**src/rtl/ls30rot_tracker_if.sv**
```systemverilog
// Bus bundle for the LS-30 rotary tracker: sampling/control inputs from the
// game logic and the per-channel position/step/direction outputs.
interface ls30rot_tracker_if #(
  parameter int NUM_CH = 2,
  parameter int PHASES = 4
);
  logic                       sample_en;
  logic                       wait_data;
  logic [NUM_CH-1:0]          recenter;
  logic [NUM_CH*PHASES-1:0]   rot_n;
  logic [NUM_CH*4-1:0]        pos;
  logic [NUM_CH-1:0]          step;
  logic [NUM_CH-1:0]          dir_ccw;

  modport master (
    output sample_en, wait_data, recenter, rot_n,
    input  pos, step, dir_ccw
  );

  modport slave (
    input  sample_en, wait_data, recenter, rot_n,
    output pos, step, dir_ccw
  );
endinterface

```
**src/rtl/ls30rot_tracker.sv**
```systemverilog
// Multi-channel rotary-joystick tracker. Each channel synchronises its raw
// active-low switch groups, debounces them on the sample strobe, turns
// transitions between adjacent one-hot phase codes into +/-1 steps and keeps
// an absolute position modulo POSITIONS.
module ls30rot_tracker #(
  parameter int NUM_CH    = 2,
  parameter int PHASES    = 4,
  parameter int POSITIONS = 12,
  parameter int DEBOUNCE  = 3,
  parameter int RESET_POS = 11
) (
  input logic            clk,
  input logic            rst_n,
  ls30rot_tracker_if.slave bus
);

  localparam int              CNT_W     = $clog2(DEBOUNCE + 1);
  localparam logic [CNT_W-1:0] DB_C     = CNT_W'(DEBOUNCE);
  localparam logic [CNT_W-1:0] CNT_ONE  = CNT_W'(1);
  localparam logic [CNT_W-1:0] CNT_ZERO = CNT_W'(0);
  localparam logic [3:0]      POS_MAX   = 4'(POSITIONS - 1);
  localparam logic [3:0]      POS_RST   = 4'(RESET_POS);

  // Input synchroniser (positive logic after inversion)
  logic [NUM_CH-1:0][PHASES-1:0] sync1_d, sync1_q;
  logic [NUM_CH-1:0][PHASES-1:0] sync2_d, sync2_q;
  // Debounce state
  logic [NUM_CH-1:0][PHASES-1:0] cand_d, cand_q;
  logic [NUM_CH-1:0][PHASES-1:0] stable_d, stable_q;
  logic [NUM_CH-1:0][CNT_W-1:0]  cnt_d, cnt_q;
  // One-hot history
  logic [NUM_CH-1:0][PHASES-1:0] hist_d, hist_q;
  logic [NUM_CH-1:0]             hist_vld_d, hist_vld_q;
  // Step waiting to be applied on the cycle after accept
  logic [NUM_CH-1:0]             pend_vld_d, pend_vld_q;
  logic [NUM_CH-1:0]             pend_ccw_d, pend_ccw_q;
  // Registered outputs
  logic [NUM_CH-1:0][3:0]        pos_d, pos_q;
  logic [NUM_CH-1:0]             step_d, step_q;
  logic [NUM_CH-1:0]             dir_d, dir_q;

  // Per-channel combinational helpers
  logic [NUM_CH-1:0]             accept;
  logic [NUM_CH-1:0][PHASES-1:0] rot_l;
  logic [NUM_CH-1:0][PHASES-1:0] rot_r;

  assign sync1_d = ~bus.rot_n;
  assign sync2_d = sync1_q;

  // Debounce, classify accepted codes and apply pending steps to the position
  always_comb begin
    cand_d     = cand_q;
    stable_d   = stable_q;
    cnt_d      = cnt_q;
    hist_d     = hist_q;
    hist_vld_d = hist_vld_q;
    pend_vld_d = '0;
    pend_ccw_d = '0;
    pos_d      = pos_q;
    step_d     = '0;
    dir_d      = dir_q;
    accept     = '0;
    rot_l      = '0;
    rot_r      = '0;
    for (int c = 0; c < NUM_CH; c++) begin
      rot_l[c] = {hist_q[c][PHASES-2:0], hist_q[c][PHASES-1]};
      rot_r[c] = {hist_q[c][0], hist_q[c][PHASES-1:1]};

      // Debounce: count consecutive identical samples of the synced code
      if (bus.sample_en) begin
        if (sync2_q[c] == cand_q[c]) begin
          if (cnt_q[c] != DB_C) begin
            cnt_d[c] = cnt_q[c] + CNT_ONE;
          end else begin
            cnt_d[c] = cnt_q[c];
          end
        end else begin
          cand_d[c] = sync2_q[c];
          cnt_d[c]  = CNT_ONE;
        end
        accept[c] = (cnt_d[c] == DB_C) && (cand_d[c] != stable_q[c]);
      end else begin
        accept[c] = 1'b0;
      end

      // Classification: only one-hot codes touch the history
      if (accept[c]) begin
        stable_d[c] = cand_d[c];
        if ($onehot(cand_d[c])) begin
          hist_d[c]     = cand_d[c];
          hist_vld_d[c] = 1'b1;
          if (hist_vld_q[c] && (cand_d[c] == rot_l[c])) begin
            pend_vld_d[c] = 1'b1;
            pend_ccw_d[c] = 1'b0;
          end else if (hist_vld_q[c] && (cand_d[c] == rot_r[c])) begin
            pend_vld_d[c] = 1'b1;
            pend_ccw_d[c] = 1'b1;
          end else begin
            pend_vld_d[c] = 1'b0;
            pend_ccw_d[c] = 1'b0;
          end
        end else begin
          hist_d[c] = hist_q[c];
        end
      end else begin
        stable_d[c] = stable_q[c];
      end

      // Recenter wins over any step and drops the history and pending step
      if (bus.recenter[c]) begin
        pos_d[c]      = POS_RST;
        step_d[c]     = 1'b0;
        hist_vld_d[c] = 1'b0;
        pend_vld_d[c] = 1'b0;
        pend_ccw_d[c] = 1'b0;
      end else if (pend_vld_q[c] && !bus.wait_data) begin
        step_d[c] = 1'b1;
        dir_d[c]  = pend_ccw_q[c];
        if (pend_ccw_q[c]) begin
          pos_d[c] = (pos_q[c] == 4'd0) ? POS_MAX : pos_q[c] - 4'd1;
        end else begin
          pos_d[c] = (pos_q[c] == POS_MAX) ? 4'd0 : pos_q[c] + 4'd1;
        end
      end else begin
        step_d[c] = 1'b0;
      end
    end
  end

  // State and output registers, all cleared to their idle values on reset
  always_ff @(posedge clk or negedge rst_n) begin
    if (!rst_n) begin
      sync1_q    <= '0;
      sync2_q    <= '0;
      cand_q     <= '0;
      stable_q   <= '0;
      for (int c = 0; c < NUM_CH; c++) begin
        cnt_q[c] <= CNT_ZERO;
        pos_q[c] <= POS_RST;
      end
      hist_q     <= '0;
      hist_vld_q <= '0;
      pend_vld_q <= '0;
      pend_ccw_q <= '0;
      step_q     <= '0;
      dir_q      <= '0;
    end else begin
      sync1_q    <= sync1_d;
      sync2_q    <= sync2_d;
      cand_q     <= cand_d;
      stable_q   <= stable_d;
      cnt_q      <= cnt_d;
      hist_q     <= hist_d;
      hist_vld_q <= hist_vld_d;
      pend_vld_q <= pend_vld_d;
      pend_ccw_q <= pend_ccw_d;
      pos_q      <= pos_d;
      step_q     <= step_d;
      dir_q      <= dir_d;
    end
  end

  assign bus.pos     = pos_q;
  assign bus.step    = step_q;
  assign bus.dir_ccw = dir_q;

endmodule

```
**src/flat_wrapper.sv**
```systemverilog
// flat-port wrapper written by rule: the top's interface ports become plain ports
module ls30rot_tracker_flat 
#(
  parameter int NUM_CH    = 2,
  parameter int PHASES    = 4,
  parameter int POSITIONS = 12,
  parameter int DEBOUNCE  = 3,
  parameter int RESET_POS = 11
)
  (clk, rst_n, bus_sample_en, bus_wait_data, bus_recenter, bus_rot_n, bus_pos, bus_step, bus_dir_ccw);
  ls30rot_tracker_if #(.NUM_CH(NUM_CH), .PHASES(PHASES)) bus_i ();
  input logic clk;
  input logic rst_n;
  input wire logic [$bits(bus_i.sample_en)-1:0] bus_sample_en;
  input wire logic [$bits(bus_i.wait_data)-1:0] bus_wait_data;
  input wire logic [$bits(bus_i.recenter)-1:0] bus_recenter;
  input wire logic [$bits(bus_i.rot_n)-1:0] bus_rot_n;
  output wire logic [$bits(bus_i.pos)-1:0] bus_pos;
  output wire logic [$bits(bus_i.step)-1:0] bus_step;
  output wire logic [$bits(bus_i.dir_ccw)-1:0] bus_dir_ccw;
  assign bus_i.sample_en = bus_sample_en;
  assign bus_i.wait_data = bus_wait_data;
  assign bus_i.recenter = bus_recenter;
  assign bus_i.rot_n = bus_rot_n;
  assign bus_pos = bus_i.pos;
  assign bus_step = bus_i.step;
  assign bus_dir_ccw = bus_i.dir_ccw;
  ls30rot_tracker #(.NUM_CH(NUM_CH), .PHASES(PHASES), .POSITIONS(POSITIONS), .DEBOUNCE(DEBOUNCE), .RESET_POS(RESET_POS)) u_core (.clk(clk), .rst_n(rst_n), .bus(bus_i));
endmodule
```
**config.mk**
```make
export PLATFORM = sky130hd
export DESIGN_NAME = ls30rot_tracker_flat
export DESIGN_NICKNAME = d
export VERILOG_FILES = /design/src/rtl/ls30rot_tracker_if.sv /design/src/rtl/ls30rot_tracker.sv /design/src/flat_wrapper.sv
export SDC_FILE = /design/constraint.sdc
export NUM_CORES = 1
export LEC_CHECK = 0
export ABC_AREA = 1
export BUFFER_PORTS_ARGS = -buffer_cell sky130_fd_sc_hd__buf_2
export CORE_MARGIN = 2
export CORE_UTILIZATION = 35
export CTS_CLUSTER_DIAMETER = 30
export DETAILED_ROUTE_END_ITERATION = 10
export GPL_TIMING_DRIVEN = 0
export SLEW_MARGIN = 20
export SYNTH_ARGS = -nofsm -noshare
export SYNTH_HDL_FRONTEND = slang
export SYNTH_SLANG_ARGS = --single-unit
```
**constraint.sdc**
```tcl
create_clock -name clk -period 3.2 [get_ports clk]
set_input_delay 0.16 -clock clk [delete_from_list [all_inputs] [get_ports clk]]
set_output_delay 0.16 -clock clk [all_outputs]
set_load 0.02 [all_outputs]
```
; ---- Word-level counts from Yosys, hierarchy flattened
; Index checks and enable logic that the tools add are counted.
[totals]
ff_bits = 62
latchBits = 0
mem_bits_rw = 0
rom_bits = 0
output_inout_bits = 12
mem_count = 0
[op_classes]
addsub = 12
n_mul = 0
n_div = 0
n_lt_le_gt_ge = 0
n_eq_ne = 16
shift = 0
muxes = 52
bitwise = 3
n_reduce_logical = 23
[ops]
columns = cell, count
row1 = $mux W4, 16
row2 = $mux W1, 30
row3 = $eq A4 B4 Y1, 6
row4 = $mux W2, 6
row5 = $reduce_and A2 Y1, 6
row6 = $reduce_bool A2 Y1, 6
row7 = $add A1 B1 Y2, 4
row8 = $add A4 B1 Y4 const B, 2
row9 = $eq A4 B4 Y1 const B, 2
row10 = $logic_and A1 B1 Y1, 8
row11 = $logic_not A4 Y1, 2
row12 = $ne A4 B4 Y1, 2
row13 = $not A8 Y8, 1
row14 = $sub A4 B1 Y4 const B, 2
row15 = $add A3 B3 Y3, 2
row16 = $eq A3 B1 Y1 const B, 2
row17 = $add A2 B1 Y2 const B, 2
row18 = $eq A2 B2 Y1 const B, 2
row19 = $ne A2 B2 Y1 const B, 2
row20 = $not A1 Y1, 2
row21 = $logic_not A1 Y1, 1

; ---- Depth between registers and ports, before layout
[logic_depth]
word_depth = 11
depth_mapped = 11
ltp_nobuf = 10

; ---- Worst setup path after synthesis
; Ideal clock, no wire load.
[synth_timing]
path_kind = register to register
start = reg u_core.sync2_q[2] (netlist bit)
end = reg u_core.hist_q[0] (netlist bit)
setup_time_ps = 118
t_arrival_ps = 2387
required_time_ps = 3082
setup_slack_ps = 696
stages_incl_launch_ff = 10
path_buffers = 0
path_cell_list = dfrtp_1 nand2_1 nand2_1 ha_1 ha_1 fa_1 nor3b_1 nand4_1 nand2_1 nand2_1
[synth_lines]
columns = item, line_no
row1 = from (decl), ls30rot_tracker.sv:26  ; logic [NUM_CH-1:0][PHASES-1:0] sync2_d, sync2_q;
row2 = from (signal assigned), ls30rot_tracker.sv:149  ; sync2_q <= sync2_d;
row3 = to (signal assigned), ls30rot_tracker.sv:153  ; hist_q <= hist_d;
row4 = to (decl), ls30rot_tracker.sv:32  ; logic [NUM_CH-1:0][PHASES-1:0] hist_d, hist_q;

==> summary.md <==
| Metric | Value |
|---|---|
| Die Height | 101 um |
| Placed cell area | around 0.0036 mm^2 |
| WP buf/inv | 0 |
| RR Startpoint | u_core.sync2_q[3] |
| Slew Limit Fails | 0 |
| Final Util | between 40% and 50% |
| Post-Route WL | 6110 um |
| Full die area | 0.0102 mm^2 |
| CP Data Arrival Time | 3010 ps |
| Setup Buffers After CTS | 0 |
| Pre-antenna DRT Iters | 4 |
| Diode count | 0 |
| Final Hold Vio Count | 0 |
| Outcome | completed |
| Asr flop ratio synth | 100% |
| CTS buffer count | 9 |
| YS warnings | 0 |
| Clock Root Buffer | clkbuf_8 |
| Top_reg_cell synth | dfrtp_1 |
| Worst slew pin tran | a little under 500 ps |
| Largest delay share family, worst path | simple AND/OR/NAND/NOR gates |
| Final ANT Viol Nets | 0 |
| Placed cell count | 528 |
| Final setup vio count | 0 |
| CP Cell Sequence | nand2_1, nand2_1, ha_1, ha_1, fa_1, nor3b_2, nand4_1, nand2_1, nand2_1 |
| Worst-path maximum fanout | 6 |
| RSZ-0062 raised after global routing | false |
| Max Cap Viol | 0 |
| Worst skew pair latency | 340 ps |
| #FFs+latches synth | 62 |
| Library cells used by synthesis | 36 |
| Pwr dens | 537 mW/mm^2 |
| Initial antenna violation count | 0 |
| Leakage | about 2.1 nW |
| Final std cells w/o fill | 552 |
| CP endpoint kind | flip-flop |
| Post-layout nets | roughly 470 |
| Clock slew at reported path FFs | 70 ps |
| Cell count after synthesis | a little under 400 |
| Tmin final | 2780 ps |
| Vias per Instance | between 4 and 5 |
| Sequential area share after synthesis | ~47% |
| Routed len/inst | 11.1 um |
| Crit path required time | around 3400 ps |
| Hold path startpoint | bus_wait_data |
| H-tree Lvls | 3 |
| Placer Congestion | 0.837 |
| Vias | about 2500 |
| Clock Skew | around 8.3 ps |
| CTS tree | yes |
| Design area | 0.00391 mm^2 |
| Commonest cells after routing, fill and taps aside | 125 x nand2_1, 56 x dfrtp_1, 55 x inv_1 |
| Largest net degree at the start of global routing | 50 |
| F_max | between 300 and 400 MHz |
| Rows | 35 |
| Commonest non-fill, non-tap cell in the layout | nand2_1 |
| Vias in the first global route | between 2000 and 2500 |
| Clock Tree Buf Depth | 2 |
| Final period utilization | 86.8% |
| Max incr delay on CP | 460 ps |
| GRT Total Usage | roughly 14% |
| Share of cells above drive strength 1 | around 17% |
| Worst Setup Start Kind | flip-flop |
| Crit path from | u_core.sync2_q[3] |
| TNS Setup | 0 ps |
| Cell mode on critical path | nand2_1 |
| Die X | approximately 100 um |
| Slowest library cell on the worst path | nor3b_2 |
| Final hold slack | approximately 30 ps |
| Global-route wire length before repair | 11000 um |
| Hold/Removal Path Class | in2reg |
| Post-synth EDFFs | 0 |
| Initial core utilization | about 36% |
| Detailed Route Iter0 Violations | about 130 |
| Input/output buffers | 24 |
| HPWL after DPL | between 4000 and 5000 um |
| Maximum VDD drop | 0.200 mV |
| Syn Nets | 420 |
| Synth Cell Area | roughly 0.0033 mm^2 |
| Top-Level Pins | 26 |
| Max_slew headroom | between 60 and 70% |
| CORE AREA | ~0.0092 mm^2 |
| Clock sink count | between 60 and 70 |
| Critical Setup Path Class | reg2reg |
| Syn avg cell area | between 8 and 9 um^2 |
| Layout area overhead | 18.6% |
| Drc violations | 0 |
| GRT Residual Overflow | 0 |
worst register-to-register path, stage by stage, from the launching register on:
cell and delay [ps]:
dfrtp_1 440, nand2_1 110, nand2_1 190, ha_1 340
ha_1 210, fa_1 440, nor3b_2 460, nand4_1 300
nand2_1 120, nand2_1 50
metal layers:
layer  part of all wire, %  GRT usage [%]  vias to the layer above  wire length (um)
met5                     0              0                        -                 0
met4                   1.7           5.93                        0               102
met3                   4.3           3.33                        9               260
met2                    45           22.8                       48              2770
met1                    49           17.1                     1121              2980
li1                      -              -                     1313                 -
state kept, by name (all words and copies together), names as in the netlist:
name / count
u_core.cand_q: 8
u_core.stable_q: 8
u_core.pend_ccw_q: 2
u_core.hist_q: 8
u_core.pend_vld_q: 2
u_core.bus.step: 2
u_core.bus.pos: 8
u_core.hist_vld_q: 2
u_core.cnt_q: 4
u_core.sync1_q: 8
u_core.sync2_q: 8
u_core.bus.dir_ccw: 2
layout make-up:
cell class / count / area [um^2]
fill: 920 / 5290
multi-input combinational: 269 / 1500
clock buffer: 12 / 155
timing repair buffer: 34 / 240
clock inverter: 3 / 67.6
tap: 111 / 139
inverter: 58 / 223
sequential: 62 / 1560
buffer: 3 / 30.0
path summary, 6_finish.rpt:
check | to | slack, ps | cells after the start
max reg2reg | u_core.hist_q[0] | 420 | 9
max | u_core.hist_q[0] | 420 | 9
max in group asynchronous | u_core.bus.pos[0] | 2440 | 3
min | u_core.bus.step[1] | 30 | 2
min in group asynchronous | u_core.sync1_q[4] | 220 | 2
min reg2reg | u_core.sync2_q[6] | 350 | 0
synthesized netlist by cell type (3+ instances only):
cell type / count / area, um^2
a21oi_1: 5 / 25.0
dfrtp_1: 56 / 1400
dfstp_2: 6 / 158
ha_1: 12 / 150
inv_1: 55 / 206
nand2_1: 125 / 469
nand2_2: 8 / 50.1
nand3_1: 31 / 155
nand4_1: 3 / 18.8
nor2_1: 31 / 116
nor2_4: 5 / 56.3
o21ai_0: 5 / 25.0
xor2_1: 16 / 140
where the power goes:
part           leakage [nW]  total [mW]  switching, mW  internal [mW]
Clock                 0.109       0.774          0.297          0.477
Combinational          1.24       0.385          0.234          0.152
Sequential            0.775       0.939         0.0652          0.874
timing repair:
item / in CTS / in global routing
hold buffers: 9 / 0
endpoints found under the hold margin: 66 / 0
resized for setup: 0 / 2
endpoints found under the setup margin: 0 / 8
through the flow:
stage	setup WS (ps)	power, mW
after floorplan	696	1.22
after global placement	78.0	1.31
after detailed placement	92.0	1.33
after CTS	87.6	2.12
after global routing	218	2.24
final	422	2.10
kinds of logic after synthesis:
group | share of synthesized area (%)
fa+ha+maj | 5.77
xor+xnor | 4.52
flops | 47.3
buf+inv | 7.67
compound gates | 4.74
simple gates | 30.0
(Power assumes the default switching activity.)
